===== config.mk =====
export PLATFORM = sky130hd
export DESIGN_NAME = fsqrt_refine_flat
export DESIGN_NICKNAME = d
export VERILOG_FILES = /design/src/rtl/fsqrt_refine_if.sv /design/src/rtl/fsqrt_refine.sv /design/src/flat_wrapper.sv
export SDC_FILE = /design/constraint.sdc
export NUM_CORES = 1
export LEC_CHECK = 0
export ABC_AREA = 1
export BUFFER_PORTS_ARGS = -buffer_cell sky130_fd_sc_hd__buf_4
export CAP_MARGIN = 20
export CORE_ASPECT_RATIO = 0.75
export CORE_MARGIN = 4
export CORE_UTILIZATION = 40
export CTS_CLUSTER_SIZE = 40
export DETAILED_ROUTE_END_ITERATION = 12
export SLEW_MARGIN = 20
export SYNTH_ARGS = -nofsm -noshare
export SYNTH_HDL_FRONTEND = slang
export SYNTH_SLANG_ARGS = --single-unit

===== constraint.sdc =====
create_clock -name clk -period 3.7 [get_ports clk]
set_clock_uncertainty 0.1 [all_clocks]
set_input_delay 0.555 -clock clk [delete_from_list [all_inputs] [get_ports clk]]
set_output_delay 0.555 -clock clk [all_outputs]
set_load 0.01 [all_outputs]

===== src/rtl/fsqrt_refine_if.sv =====
// Handshake bundle between the square-root estimator, the refinement stage and
// the downstream consumer.
interface fsqrt_refine_if;
    logic        in_valid;
    logic        in_ready;
    logic [31:0] x;
    logic [31:0] seed;
    logic        out_valid;
    logic        out_ready;
    logic [31:0] res;
    logic        busy;

    modport master (
        output in_valid, x, seed, out_ready,
        input  in_ready, out_valid, res, busy
    );

    modport slave (
        input  in_valid, x, seed, out_ready,
        output in_ready, out_valid, res, busy
    );
endinterface


===== src/rtl/fsqrt_refine.sv =====
// Newton-Raphson refinement of a coarse binary32 square-root seed:
// y <- (y + m/y)/2 on the mantissa, restoring division at one bit per cycle.
module fsqrt_refine #(
    parameter int ITER = 3,
    parameter int FRAC = 26
) (
    input  logic          clk,
    input  logic          rst,
    fsqrt_refine_if.slave s
);

    localparam int W   = FRAC + 2;   // m, y, q: 2 integer bits + FRAC fraction bits
    localparam int G   = FRAC - 23;  // bits below the binary32 lsb
    localparam int BCW = $clog2(W + 1);
    localparam int ICW = $clog2(ITER + 1);

    localparam logic [31:0] QNAN = 32'h7FC0_0000;
    localparam logic [31:0] PINF = 32'h7F80_0000;

    typedef enum logic [2:0] {IDLE, DIV, AVG, ROUND, DONE} state_t;

    state_t           state, state_nx;
    logic [BCW-1:0]   bit_cnt;
    logic [ICW-1:0]   iter_cnt;
    logic [31:0]      res_q;

    logic [W-1:0]     m_q, y_q, q_q, n_q;
    logic [W:0]       r_q;
    logic [7:0]       e_q;

    // Nearest-even rounding of y to 24 significant bits; bit 24 flags a carry to 2.0.
    function automatic logic [24:0] round_ne(input logic [W-1:0] v);
        logic [24:0] kept;
        logic        guard, sticky;
        kept   = v[W-1:G];
        guard  = v[G-1];
        sticky = |v[G-2:0];
        return kept + 25'(guard & (sticky | kept[0]));
    endfunction

    logic        accept;
    logic [7:0]  x_exp;
    logic [22:0] x_frac;
    logic        sp_hit;
    logic [31:0] sp_val;
    logic [8:0]  exp_sum;
    logic        e_odd;
    logic [W-1:0] m_in, y_in;

    assign accept  = s.in_valid && s.in_ready;
    assign x_exp   = s.x[30:23];
    assign x_frac  = s.x[22:0];
    // (E + 127) >> 1 is the biased exponent of the root; its lsb marks an odd e.
    assign exp_sum = {1'b0, x_exp} + 9'd127;
    assign e_odd   = exp_sum[0];
    assign m_in    = e_odd ? {1'b1, x_frac, {(G+1){1'b0}}}
                           : {2'b01, x_frac, {G{1'b0}}};
    assign y_in    = {2'b01, s.seed[22:0], {G{1'b0}}};

    always_comb begin
        sp_hit = 1'b1;
        sp_val = QNAN;
        if (x_exp == 8'hFF && x_frac != 23'd0) sp_val = QNAN;
        else if (x_exp == 8'h00 && x_frac == 23'd0) sp_val = s.x;
        else if (x_exp == 8'h00) sp_val = 32'h0000_0000;
        else if (x_exp == 8'hFF) sp_val = s.x[31] ? QNAN : PINF;
        else if (s.x[31]) sp_val = QNAN;
        else sp_hit = 1'b0;
    end

    logic [W:0]   div_t, r_nx;
    logic         div_ge;
    logic [W:0]   avg_sum;
    logic [24:0]  rounded;
    logic [22:0]  frac_out;
    logic [7:0]   exp_out;

    assign div_t    = {r_q[W-1:0], n_q[W-1]};
    assign div_ge   = div_t >= {1'b0, y_q};
    assign r_nx     = div_ge ? div_t - {1'b0, y_q} : div_t;
    assign avg_sum  = {1'b0, y_q} + {1'b0, q_q};
    assign rounded  = round_ne(y_q);
    // Leading one absent means the round carried into 2.0: mantissa is 1.0.
    assign frac_out = rounded[23] ? rounded[22:0] : 23'd0;
    assign exp_out  = e_q + {7'd0, rounded[24]};

    always_ff @(posedge clk or posedge rst) begin
        if (rst) state <= IDLE;
        else     state <= state_nx;
    end

    always_comb begin
        state_nx = state;
        unique case (state)
            IDLE:  if (s.in_valid) state_nx = sp_hit ? DONE : DIV;
            DIV:   if (bit_cnt == BCW'(W - 1)) state_nx = AVG;
            AVG:   state_nx = (int'(iter_cnt) + 1 < ITER) ? DIV : ROUND;
            ROUND: state_nx = DONE;
            DONE:  if (s.out_ready) state_nx = IDLE;
            default: state_nx = IDLE;
        endcase
    end

    always_ff @(posedge clk or posedge rst) begin
        if (rst) begin
            bit_cnt  <= '0;
            iter_cnt <= '0;
            res_q    <= '0;
        end else begin
            unique case (state)
                IDLE: if (accept) begin
                    bit_cnt  <= '0;
                    iter_cnt <= '0;
                    if (sp_hit) res_q <= sp_val;
                end
                DIV:   bit_cnt <= bit_cnt + 1'b1;
                AVG: begin
                    bit_cnt  <= '0;
                    iter_cnt <= iter_cnt + 1'b1;
                end
                ROUND: res_q <= {1'b0, exp_out, frac_out};
                default: ;
            endcase
        end
    end

    // Datapath: division remainder starts at m/4 with m's low two bits still to shift in.
    always_ff @(posedge clk) begin
        unique case (state)
            IDLE: if (s.in_valid) begin
                m_q <= m_in;
                y_q <= y_in;
                e_q <= exp_sum[8:1];
                r_q <= {3'b000, m_in[W-1:2]};
                n_q <= {m_in[1:0], {FRAC{1'b0}}};
            end
            DIV: begin
                r_q <= r_nx;
                n_q <= n_q << 1;
                q_q <= {q_q[W-2:0], div_ge};
            end
            AVG: begin
                y_q <= avg_sum[W:1];
                r_q <= {3'b000, m_q[W-1:2]};
                n_q <= {m_q[1:0], {FRAC{1'b0}}};
            end
            default: ;
        endcase
    end

    assign s.in_ready  = (state == IDLE) && !rst;
    assign s.out_valid = (state == DONE);
    assign s.busy      = (state != IDLE);
    assign s.res       = res_q;

endmodule


===== src/flat_wrapper.sv =====
// flat-port wrapper written by rule: the top's interface ports become plain ports
module fsqrt_refine_flat 
#(
    parameter int ITER = 3,
    parameter int FRAC = 26
)
  (clk, rst, s_in_valid, s_x, s_seed, s_out_ready, s_in_ready, s_out_valid, s_res, s_busy);
  fsqrt_refine_if s_i ();
  input  logic clk;
  input  logic rst;
  input wire logic [$bits(s_i.in_valid)-1:0] s_in_valid;
  input wire logic [$bits(s_i.x)-1:0] s_x;
  input wire logic [$bits(s_i.seed)-1:0] s_seed;
  input wire logic [$bits(s_i.out_ready)-1:0] s_out_ready;
  output wire logic [$bits(s_i.in_ready)-1:0] s_in_ready;
  output wire logic [$bits(s_i.out_valid)-1:0] s_out_valid;
  output wire logic [$bits(s_i.res)-1:0] s_res;
  output wire logic [$bits(s_i.busy)-1:0] s_busy;
  assign s_i.in_valid = s_in_valid;
  assign s_i.x = s_x;
  assign s_i.seed = s_seed;
  assign s_i.out_ready = s_out_ready;
  assign s_in_ready = s_i.in_ready;
  assign s_out_valid = s_i.out_valid;
  assign s_res = s_i.res;
  assign s_busy = s_i.busy;
  fsqrt_refine #(.ITER(ITER), .FRAC(FRAC)) u_core (.clk(clk), .rst(rst), .s(s_i));
endmodule

Word level (Yosys, flattened, before mapping)
Index checks and enable logic that the tools add are counted.

Bits in latches: 0. Output and inout bits: 35. Input port bits: 68. Memories: 0. RAM bits: 0. Word-level logic and storage cells: 86. Flip-flop bits (word level): 190. Memory bits (read-only): 0.

Magnitude comparators: 2. Multiply operators: 0. Reductions and logical operators: 21. Divide/modulo/power cells: 0. Bitwise gates (word level): 2. Muxes and demuxes: 32. Eq/ne operators: 11. $add $sub $neg: 8. Shift-type cells: 0.

Operators with widths (count): 32-bit two-way mux (6); 28-bit one-hot mux with 3 select lines (2); 28-bit two-way mux (5); 32-bit one-hot mux with 2 select lines (1); 28-bit one-hot mux with 2 select lines (1); 23-bit two-way mux (2); 32-bit by 3-bit less-than comparator with 1-bit output (second input constant) (1); 28-bit by 28-bit adder with 29-bit output (1); 29-bit by 28-bit greater-or-equal comparator with 1-bit output (1); 28-bit subtractor (1); 25-bit adder (1); 1-bit by 25-bit AND with 25-bit output (1); 23-bit zero test (1); 23-bit nonzero test (1); 3-bit one-hot mux with 5 select lines (1); 5-bit one-hot mux with 3 select lines (1); 3-bit two-way mux (4); 2-bit AND reduction (5); 8-bit by 7-bit adder with 9-bit output (second input constant) (1); 8-bit by 1-bit adder with 8-bit output (1); 8-bit == test (second input constant) (1); 8-bit zero test (1); 3-bit by 2-bit == test with 1-bit output (second input constant) (2); 2-bit by 1-bit != test with 1-bit output (second input constant) (3); other kinds (19) (31).

Longest topological paths before layout
Gate-level depths: netlist of run 1.

Depth in word-level cells: 8. Depth in mapped cells: 18. Depth with buffers taken out: 16.

Worst setup path before layout of run 1
Ideal clock, no wire load.

Path type: flip-flop to flip-flop. Start point: register u_core.state[0]. End point: register u_core.y_q[0], enable pin. Required time: 3.217 ns. Path buffers: 0. Period minus slack after synthesis: 2.675 ns. Library setup time: 0.383 ns. Setup slack: 1.025 ns. Arrival: 2.192 ns. Stages on the path, launching flop included: 6. Cells stage by stage: dfrtp_1 > nor3_1 > nand2_1 > inv_1 > nor2_1 > inv_1.

Cells in the longest elaborated chain, start to end: 3. Elaborated cells between the ends (all ways): 5. Classes of those cells: 2 x eq/ne; 3 x reduce/logical.

Ends and longest elaborated chain: start, declared (line fsqrt_refine.sv:22) `state_t state, state_nx;`; start signal, assigned (line fsqrt_refine.sv:89) `else state <= state_nx;`; 3-bit by 2-bit == test with 1-bit output or 3-bit zero test (tied branches) (line fsqrt_refine.sv:129) `unique case (state)`; 2-bit nonzero test (no source line) or 2-bit != test (tied branches); 2-bit AND reduction (no source line) *; end signal, assigned (line fsqrt_refine.sv:132) `y_q <= y_in;`; end signal, assigned (line fsqrt_refine.sv:143) `y_q <= avg_sum[W:1];`; end, declared (line fsqrt_refine.sv:27) `logic [W-1:0] m_q, y_q, q_q, n_q;`.

Mark *: on every way between the ends. The rest lies on a longest branch, timed or not. A chain may end at the register's enable or synchronous reset.

Worst setup path after layout of run 1
Start point: register u_core.y_q[7]. End point: register u_core.r_q[22] (data pin).

Cells in the longest elaborated chain, start to end: 3. Elaborated cells between the ends (all ways): 4. Classes of those cells: 1 x add/sub; 1 x order compare; 2 x mux.

Ends and longest elaborated chain: 28-bit subtractor or 29-bit by 28-bit greater-or-equal comparator with 1-bit output (tied branches) (line fsqrt_refine.sv:80, fsqrt_refine.sv:79); 28-bit two-way mux * (line fsqrt_refine.sv:80) `assign r_nx = div_ge ? div_t - {1'b0, y_q} : div_t;`; 28-bit one-hot mux with 3 select lines * (line fsqrt_refine.sv:129); end signal, assigned (line fsqrt_refine.sv:134) `r_q <= {3'b000, m_in[W-1:2]};`; end signal, assigned (line fsqrt_refine.sv:138) `r_q <= r_nx;`; end signal, assigned (line fsqrt_refine.sv:144) `r_q <= {3'b000, m_q[W-1:2]};`; end, declared (line fsqrt_refine.sv:28) `logic [W:0] r_q;`.

Marked as above.

==> results of run 1 <==
[worst max-delay path by stage]
stage	slack [ns]	startpoint	end
floorplan	1.02	u_core.state[0]$_DFFE_PP0P_	u_core.y_q[0]$_SDFFCE_PN0P_
global placement	0.83	u_core.y_q[4]$_DFFE_PP_	u_core.r_q[9]$_DFFE_PP_
detailed placement	0.79	u_core.y_q[7]$_DFFE_PP_	u_core.r_q[22]$_DFFE_PP_
CTS	0.78	u_core.y_q[7]$_DFFE_PP_	u_core.r_q[22]$_DFFE_PP_
global route	0.55	u_core.y_q[3]$_DFFE_PP_	u_core.s.res[30]$_DFFE_PP0P_
finish	0.73	u_core.y_q[7]$_DFFE_PP_	u_core.r_q[22]$_DFFE_PP_
[state kept, by name, indices dropped and copies added, names as in the netlist]
name	count
u_core.s.res	32
u_core.state	3
u_core.bit_cnt	5
u_core.m_q	25
u_core.e_q	8
u_core.r_q	28
u_core.q_q	28
u_core.y_q	28
u_core.iter_cnt	2
[metal layers]
layer / share of wire / wire length (µm) / GRT usage / up-vias
li1: - / - / - / 5284
met1: 0.53 / 18800 / 0.363 / 4847
met2: 0.38 / 13600 / 0.299 / 359
met3: 0.076 / 2690 / 0.0484 / 18
met4: 0.010 / 357 / 0.0382 / 0
met5: 0 / 0 / 0 / -
[final cells by class]
cell class              instances  share of cell area
repair buffers                107              0.0620
flip-flops and latches        159               0.347
clock inverters                13             0.00960
clock buffers                  19              0.0336
multi-input cells            1129               0.443
inverters                     239              0.0681
well taps                     385              0.0366
[report_power, final]
group	switching [mW]	internal [mW]
clock	0.794	0.959
sequential	0.613	2.91
combinational	5.35	2.69
[worst register-to-register path, stage by stage, from the launching register on]
cell and delay, ns:
edfxtp_1 0.50, inv_1 0.13, ha_1 0.38, nand2_1 0.13
nor2_1 0.27, nand3_1 0.15, nor2_1 0.17, nand3_1 0.12
nand3_2 0.25, buf_4 0.28, nand3_1 0.11, nand2_1 0.10
nand2_1 0.05
[cell families (layout without fill, tap and decap cells)]
family | after synthesis | after routing
and+or+nand+nor | 798 | 798
buffers and inverters | 267 | 378
AOI/OAI and AO/OA | 221 | 221
DFF | 159 | 159
adders and majority gates | 65 | 65
xor gates and xnor gates | 45 | 45
[cells in the final DEF, fill, tap and decap left out, types with 3 or more instances in the layout]
master,count
nand2_1,452
inv_1,231
nor2_1,168
edfxtp_1,117
buf_4,106
o21ai_0,93
nand3_1,88
a21oi_1,68
ha_1,63
dfrtp_1,42
nand4_1,34
xor2_1,27
nor3_1,25
a22o_1,23
xnor2_1,18
clkbuf_16,17
o21bai_1,10
nand3b_1,9
a31oi_1,9
inv_2,6
nor2_2,6
o211ai_1,5
a21o_1,4
inv_6,4
o31ai_1,3
nor4_1,3
or2_2,3
clkinv_4,3
[per-stage QoR]
| step | worst slack [ns] | hold WS [ns] | utilization | cells |
|---|---|---|---|---|
| after detailed placement | 0.794 | 0.346 | 0.447 | 2018 |
| after CTS | 0.778 | 0.270 | 0.467 | 2050 |
| after floorplan | 1.02 | 0.326 | - | 1555 |
| final | 0.730 | 0.0143 | 0.468 | 2051 |
| after global routing | 0.545 | 0.0297 | 0.468 | 2051 |
| after global placement | 0.826 | 0.356 | 0.447 | 2018 |
==> summary.md, run 1 <==
| Metric | Value |
|---|---|
| Status | `complete, no violations` |
| Peak Freq | `337 MHz` |
| Initial antenna violation count | `1` |
| Most common cell in the netlist | `nand2_1` |
| Cells after Synth | `1555` |
| Post-Synth Adder-Cell Area | `0.0724` |
| Final hold vios | `0` |
| Static leakage | `6.33 nW` |
| Die Y | `154 µm` |
| Slew margin rel. | `0.348` |
| Clock latency on the worst-skew pair | `0.44 ns` |
| Remaining antenna violation count | `0` |
| Share of cells above drive strength 1 | `0.0954` |
| TritonCTS buffer count | `17` |
| Maximum capacitance violations | `0` |
| Global-route wire length before repair | `54200 µm` |
| Final period utilization | `0.803` |
| Max H-tree Level | `4` |
| Fillers | `2879` |
| Setup Buffers After CTS | `0` |
| Post-Synth Simple-Gate Area | `0.292` |
| Worst Max-Slew Pin Slew | `0.977 ns` |
| Worst setup EP type | `register` |
| Setup TNS | `0 ns` |
| Area grow syn2layout | `15.1%` |
| Pin count of the biggest net entering global routing | `49` |
| Total grt overflow | `0` |
| Slowest Stage Delay on Critical Path | `0.50 ns` |
| Post-synthesis compound-gate area fraction | `0.111` |
| Tot Pwr | `13.3 mW` |
| Power per Cell Area | `1010 mW/mm²` |
| DRC violations left | `0` |
| Startpoint Class | `register` |
| 1st-pass router iterations | `6` |
| Yosys cell types | `42` |
| Via count | `10508` |
| CTS Hold Bufs | `0` |
| Synth Register Bits | `159` |
| Crit path cell chain | `inv_1, ha_1, nand2_1, nor2_1, nand3_1, nor2_1, nand3_1, nand3_2, buf_4, nand3_1, nand2_1, nand2_1` |
| Critical path class | `register to register` |
| Crit path depth | `12` |
| FF-to-FF End | `u_core.r_q[22]$_DFFE_PP_` |
| Vias per cell | `5.12` |
| Root Buffer | `clkbuf_16` |
| Placed inst area | `0.0126 mm²` |
| R2R setup slack | `0.73 ns` |
| Synth top cells by count | `nand2_1, inv_1, nor2_1, edfxtp_1, o21ai_0` |
| RR Startpoint | `u_core.y_q[7]$_DFFE_PP_` |
| Footprint of the multi-input gates | `0.00584 mm²` |
| Vias in the first global route | `9481` |
| Final Setup Violations | `0` |
| Post-synthesis xor/xnor area fraction | `0.0345` |
| R2R depth | `12` |
| Worst path bufs/invs | `2` |
| DP HPWL | `28200 µm` |
| Core region area | `0.0281 mm²` |
| Top FF cell, synth | `edfxtp_1` |
| I/O Buffers | `93` |
| Clk buf depth | `2` |
| Detailed-route wire length per cell | `17.3 µm` |
| CP arrival | `3.06 ns` |
| Design Area, Final | `0.0132 mm²` |
| Initial core utilization | `0.407` |
| Worst-path clk slew | `0.07 ns` |
| Diode count | `0` |
| Synth top area share | `0.307` |
| Syn. warnings | `0` |
| RSZ-0062 raised after global routing | `no` |
| Fin. max-slew vios | `0` |
| Clock sink total | `159` |
| Syn_area_per_cell | `7.35 µm²` |
| CP required | `3.79 ns` |
| Ys async rst share | `0.264` |
| RD Place Congestion | `0.941` |
| Die Width | `203 µm` |
| FF+latch area | `0.00456 mm²` |
| Iter 0 DRT Violations | `927` |
| Total wire length | `35400 µm` |
| Syn Std Cell Area | `0.0114 mm²` |
| Max IR drop VDD | `0.402 mV` |
| CP max-delay cell | `edfxtp_1` |
| Tmin final | `2.97 ns` |
| Post-synthesis mux area share | `0` |
| I/O Pins | `103` |
| Cell Rows | `53` |
| Nets | `1786` |
| Syn Nets | `1688` |
| TritonCTS clock tree | `yes` |
| Largest family of logic cells by synthesized area | `simple AND/OR/NAND/NOR gates` |
| Synth area leaders | `edfxtp_1, nand2_1, dfrtp_1` |
| Die area | `0.0314 mm²` |
| Seq/Total Area, Yosys | `0.399` |
| Family with the most delay on the worst path | `simple AND/OR/NAND/NOR gates` |
| GRT Resource Usage Total | `0.222` |
| Hold Path Class | `input pin to async pin` |
| Biggest area consumer among synthesized cells | `edfxtp_1` |
| Post-synth EDFFs | `117` |
| CP max FO | `17` |
| Post-CTS resize count | `0` |
(Power assumes the default switching activity.)
==> inputs of run 2 (changes only) <==
==> constraint.sdc (replaced) <==
create_clock -name clk -period 2.92 [get_ports clk]
set_clock_uncertainty 0.1 [all_clocks]
set_input_delay 0.438 -clock clk [delete_from_list [all_inputs] [get_ports clk]]
set_output_delay 0.438 -clock clk [all_outputs]
set_load 0.01 [all_outputs]
==> run 2 against run 1 <==
  * Total power up 31%
  * Sequential power up 24%
  * Die area unchanged
  * Register-to-register slack worse by 0.67 ns
  * Flip-flop and latch count unchanged
  * Critical endpoint is now u_core.s.res[29]$_DFFE_PP0P_
  * Largest power group unchanged
==> summary.md, run 2 (synthesis results as in run 1) <==
| Metric | Value |
|---|---|
| Status | `complete, no violations` |
| Max H-tree Level | `4 (unchanged)` |
| Root Buffer | `clkbuf_16` |
| Post-Place Cells | `2047 (+1.4%)` |
| Final hold vios | `0 (unchanged)` |
| Clk buf depth | `2 (unchanged)` |
| Peak Freq | `350 MHz (+4.0%)` |
| RR Startpoint | `u_core.y_q[24]$_DFFE_PP_` |
| Final period utilization | `0.978 (+0.175)` |
| Most common cell after layout, fill and taps aside | `nand2_1` |
| Die Width | `203 µm (unchanged)` |
| TritonCTS clock tree | `yes` |
| Slew margin rel. | `0.493 (+0.145)` |
| Core region area | `0.0281 mm² (unchanged)` |
| DP HPWL | `28600 µm (+1.5%)` |
| Worst setup EP type | `register` |
| R2R depth | `15 (+3)` |
| Final core occ | `0.481 (+0.0125)` |
| I/O Pins | `103 (unchanged)` |
| Pin count of the biggest net entering global routing | `47 (-4.1%)` |
| Design Area, Final | `0.0135 mm² (+2.7%)` |
| Hold Path Class | `input pin to register` |
| Final Setup Violations | `0 (unchanged)` |
| Nets | `1817 (+1.7%)` |
| Commonest cells after routing, fill and taps aside | `nand2_1, inv_1, nor2_1, buf_4, edfxtp_1` |
| Die area | `0.0314 mm² (unchanged)` |
| CP required | `3.17 ns (-0.62 ns)` |
| Max reg flops | `32 (unchanged)` |
| Tot Pwr | `17.4 mW (+31%)` |
| RSZ-0062 raised after global routing | `no` |
| I/O Buffers | `93 (unchanged)` |
| Worst Max-Slew Pin Slew | `0.753 ns (-0.224 ns)` |
| Via count | `10557 (+0.47%)` |
| Share of cells above drive strength 1 | `0.114 (+0.0183)` |
| Remaining antenna violation count | `0 (unchanged)` |
| Static leakage | `6.51 nW (+2.9%)` |
| Power per Cell Area | `1290 mW/mm² (+27%)` |
| Area grow syn2layout | `18.2%` |
| Startpoint Class | `register` |
| Max IR drop VDD | `0.488 mV (+21%)` |
| CP max-delay cell | `edfxtp_1` |
| Hold Startpoint | `s_seed[21]` |
| DRC violations left | `0 (unchanged)` |
| Total wire length | `35400 µm (about the same)` |
| Clock latency on the worst-skew pair | `0.44 ns (about the same)` |
| Maximum capacitance violations | `0 (unchanged)` |
| Placed inst area | `0.0128 mm² (+2.0%)` |
| Iter 0 DRT Violations | `963 (+3.9%)` |
| Initial antenna violation count | `1 (unchanged)` |
| Global-route wire length before repair | `55600 µm (+2.5%)` |
| Slowest Stage Delay on Critical Path | `0.50 ns (about the same)` |
| 1st-pass router iterations | `5 (-1)` |
| Worst hold endpoint | `u_core.y_q[24]$_DFFE_PP_` |
| Setup TNS | `0 ns (unchanged)` |
| R2R setup slack | `0.06 ns (-0.67 ns)` |
| TritonCTS buffer count | `17 (unchanged)` |
| Clock sink total | `159 (unchanged)` |
| Cell Rows | `53 (unchanged)` |
| Fin. max-slew vios | `0 (unchanged)` |
| RD Place Congestion | `0.975 (+3.6%)` |
| GRT Resource Usage Total | `0.227 (+0.00505)` |
| CP arrival | `3.10 ns (+0.04 ns)` |
| Die Y | `154 µm (unchanged)` |
| Crit path cell chain | `nand2_1, inv_1, nand3_1, nor3_1, nand4_1, xor2_1, inv_1, ha_1, ha_1, nand3_1, nor2_1, nand2_1, o21ai_0, a21oi_1, o21ai_0` |
| Diode count | `0 (unchanged)` |
| Vias in the first global route | `9877 (+4.2%)` |
| FF-to-FF End | `u_core.s.res[29]$_DFFE_PP0P_` |
| Critical path class | `register to register` |
| CP max FO | `4 (-13)` |
| Initial core utilization | `0.407 (unchanged)` |
| Detailed-route wire length per cell | `17.0 µm (-1.4%)` |
| Worst-path clk slew | `0.07 ns (about the same)` |
| Hold Path Depth | `3` |
| Non-Filler Instances | `2082 (+1.5%)` |
| Tmin final | `2.86 ns (-0.114 ns)` |
| Vias per cell | `5.07 (-1.0%)` |
| Total grt overflow | `0 (unchanged)` |
## run 2: worst max-delay path: cells and delay by family (launching register included)
kind,cells,cell delay [ns]
xor gates and xnor gates,1,0.22
and+or+nand+nor,7,1.03
buffers and inverters,2,0.19
AOI/OAI and AO/OA,3,0.37
DFF,1,0.50
adders and majority gates,2,0.36
## run 2: timing repair
item                                    CTS  global route
hold endpoints to repair                  0            11
hold buffers                              0             1
gates resized for setup                   0             8
endpoints found under the setup margin    0            24
setup buffers                             0             1
## run 2: worst max-delay path by stage
stage,to,slack (ns),start,depth (start not counted)
2_1_floorplan,u_core.y_q[0]$_SDFFCE_PN0P_,0.24,u_core.state[0]$_DFFE_PP0P_,5
3_3_place_gp,u_core.r_q[11]$_DFFE_PP_,0.22,u_core.y_q[10]$_DFFE_PP_,17
3_5_place_dp,u_core.r_q[11]$_DFFE_PP_,0.16,u_core.y_q[10]$_DFFE_PP_,17
5_1_grt,u_core.r_q[25]$_DFFE_PP_,0.001,u_core.y_q[17]$_DFFE_PP_,12
6_report,u_core.s.res[29]$_DFFE_PP0P_,0.06,u_core.y_q[24]$_DFFE_PP_,15
4_1_cts,u_core.r_q[7]$_DFFE_PP_,0.15,u_core.y_q[10]$_DFFE_PP_,17
## run 2: power breakdown
group          leakage (nW)  internal [mW]  switching [mW]
clock network         0.300           1.36            1.01
registers              1.65           3.68           0.672
logic                  4.56           3.72            6.94
## run 2: area by class of cell
| type | instances | area [µm²] |
|---|---|---|
| multi-input combinational | 1129 | 5870 |
| timing repair buffer | 138 | 1090 |
| sequential | 159 | 4560 |
| inverter | 239 | 897 |
| clock buffer | 18 | 429 |
| clock inverter | 14 | 181 |
| fill | 2828 | 14600 |
| tap | 385 | 482 |
## run 2: per-layer routing
layer  global-route usage  part of all wire  wire length (µm)
met5                    0                 0                 0
met1                0.364              0.52             18400
met4               0.0488             0.012               413
met3               0.0570             0.083              2960
met2                0.305              0.39             13700
## run 2: per-stage QoR
stage	setup slack [ns]	hold WS [ns]
after floorplan	0.245	0.326
after global placement	0.217	0.349
after detailed placement	0.160	0.346
after CTS	0.153	0.151
after global routing	0.00104	0.176
final	0.0645	0.167
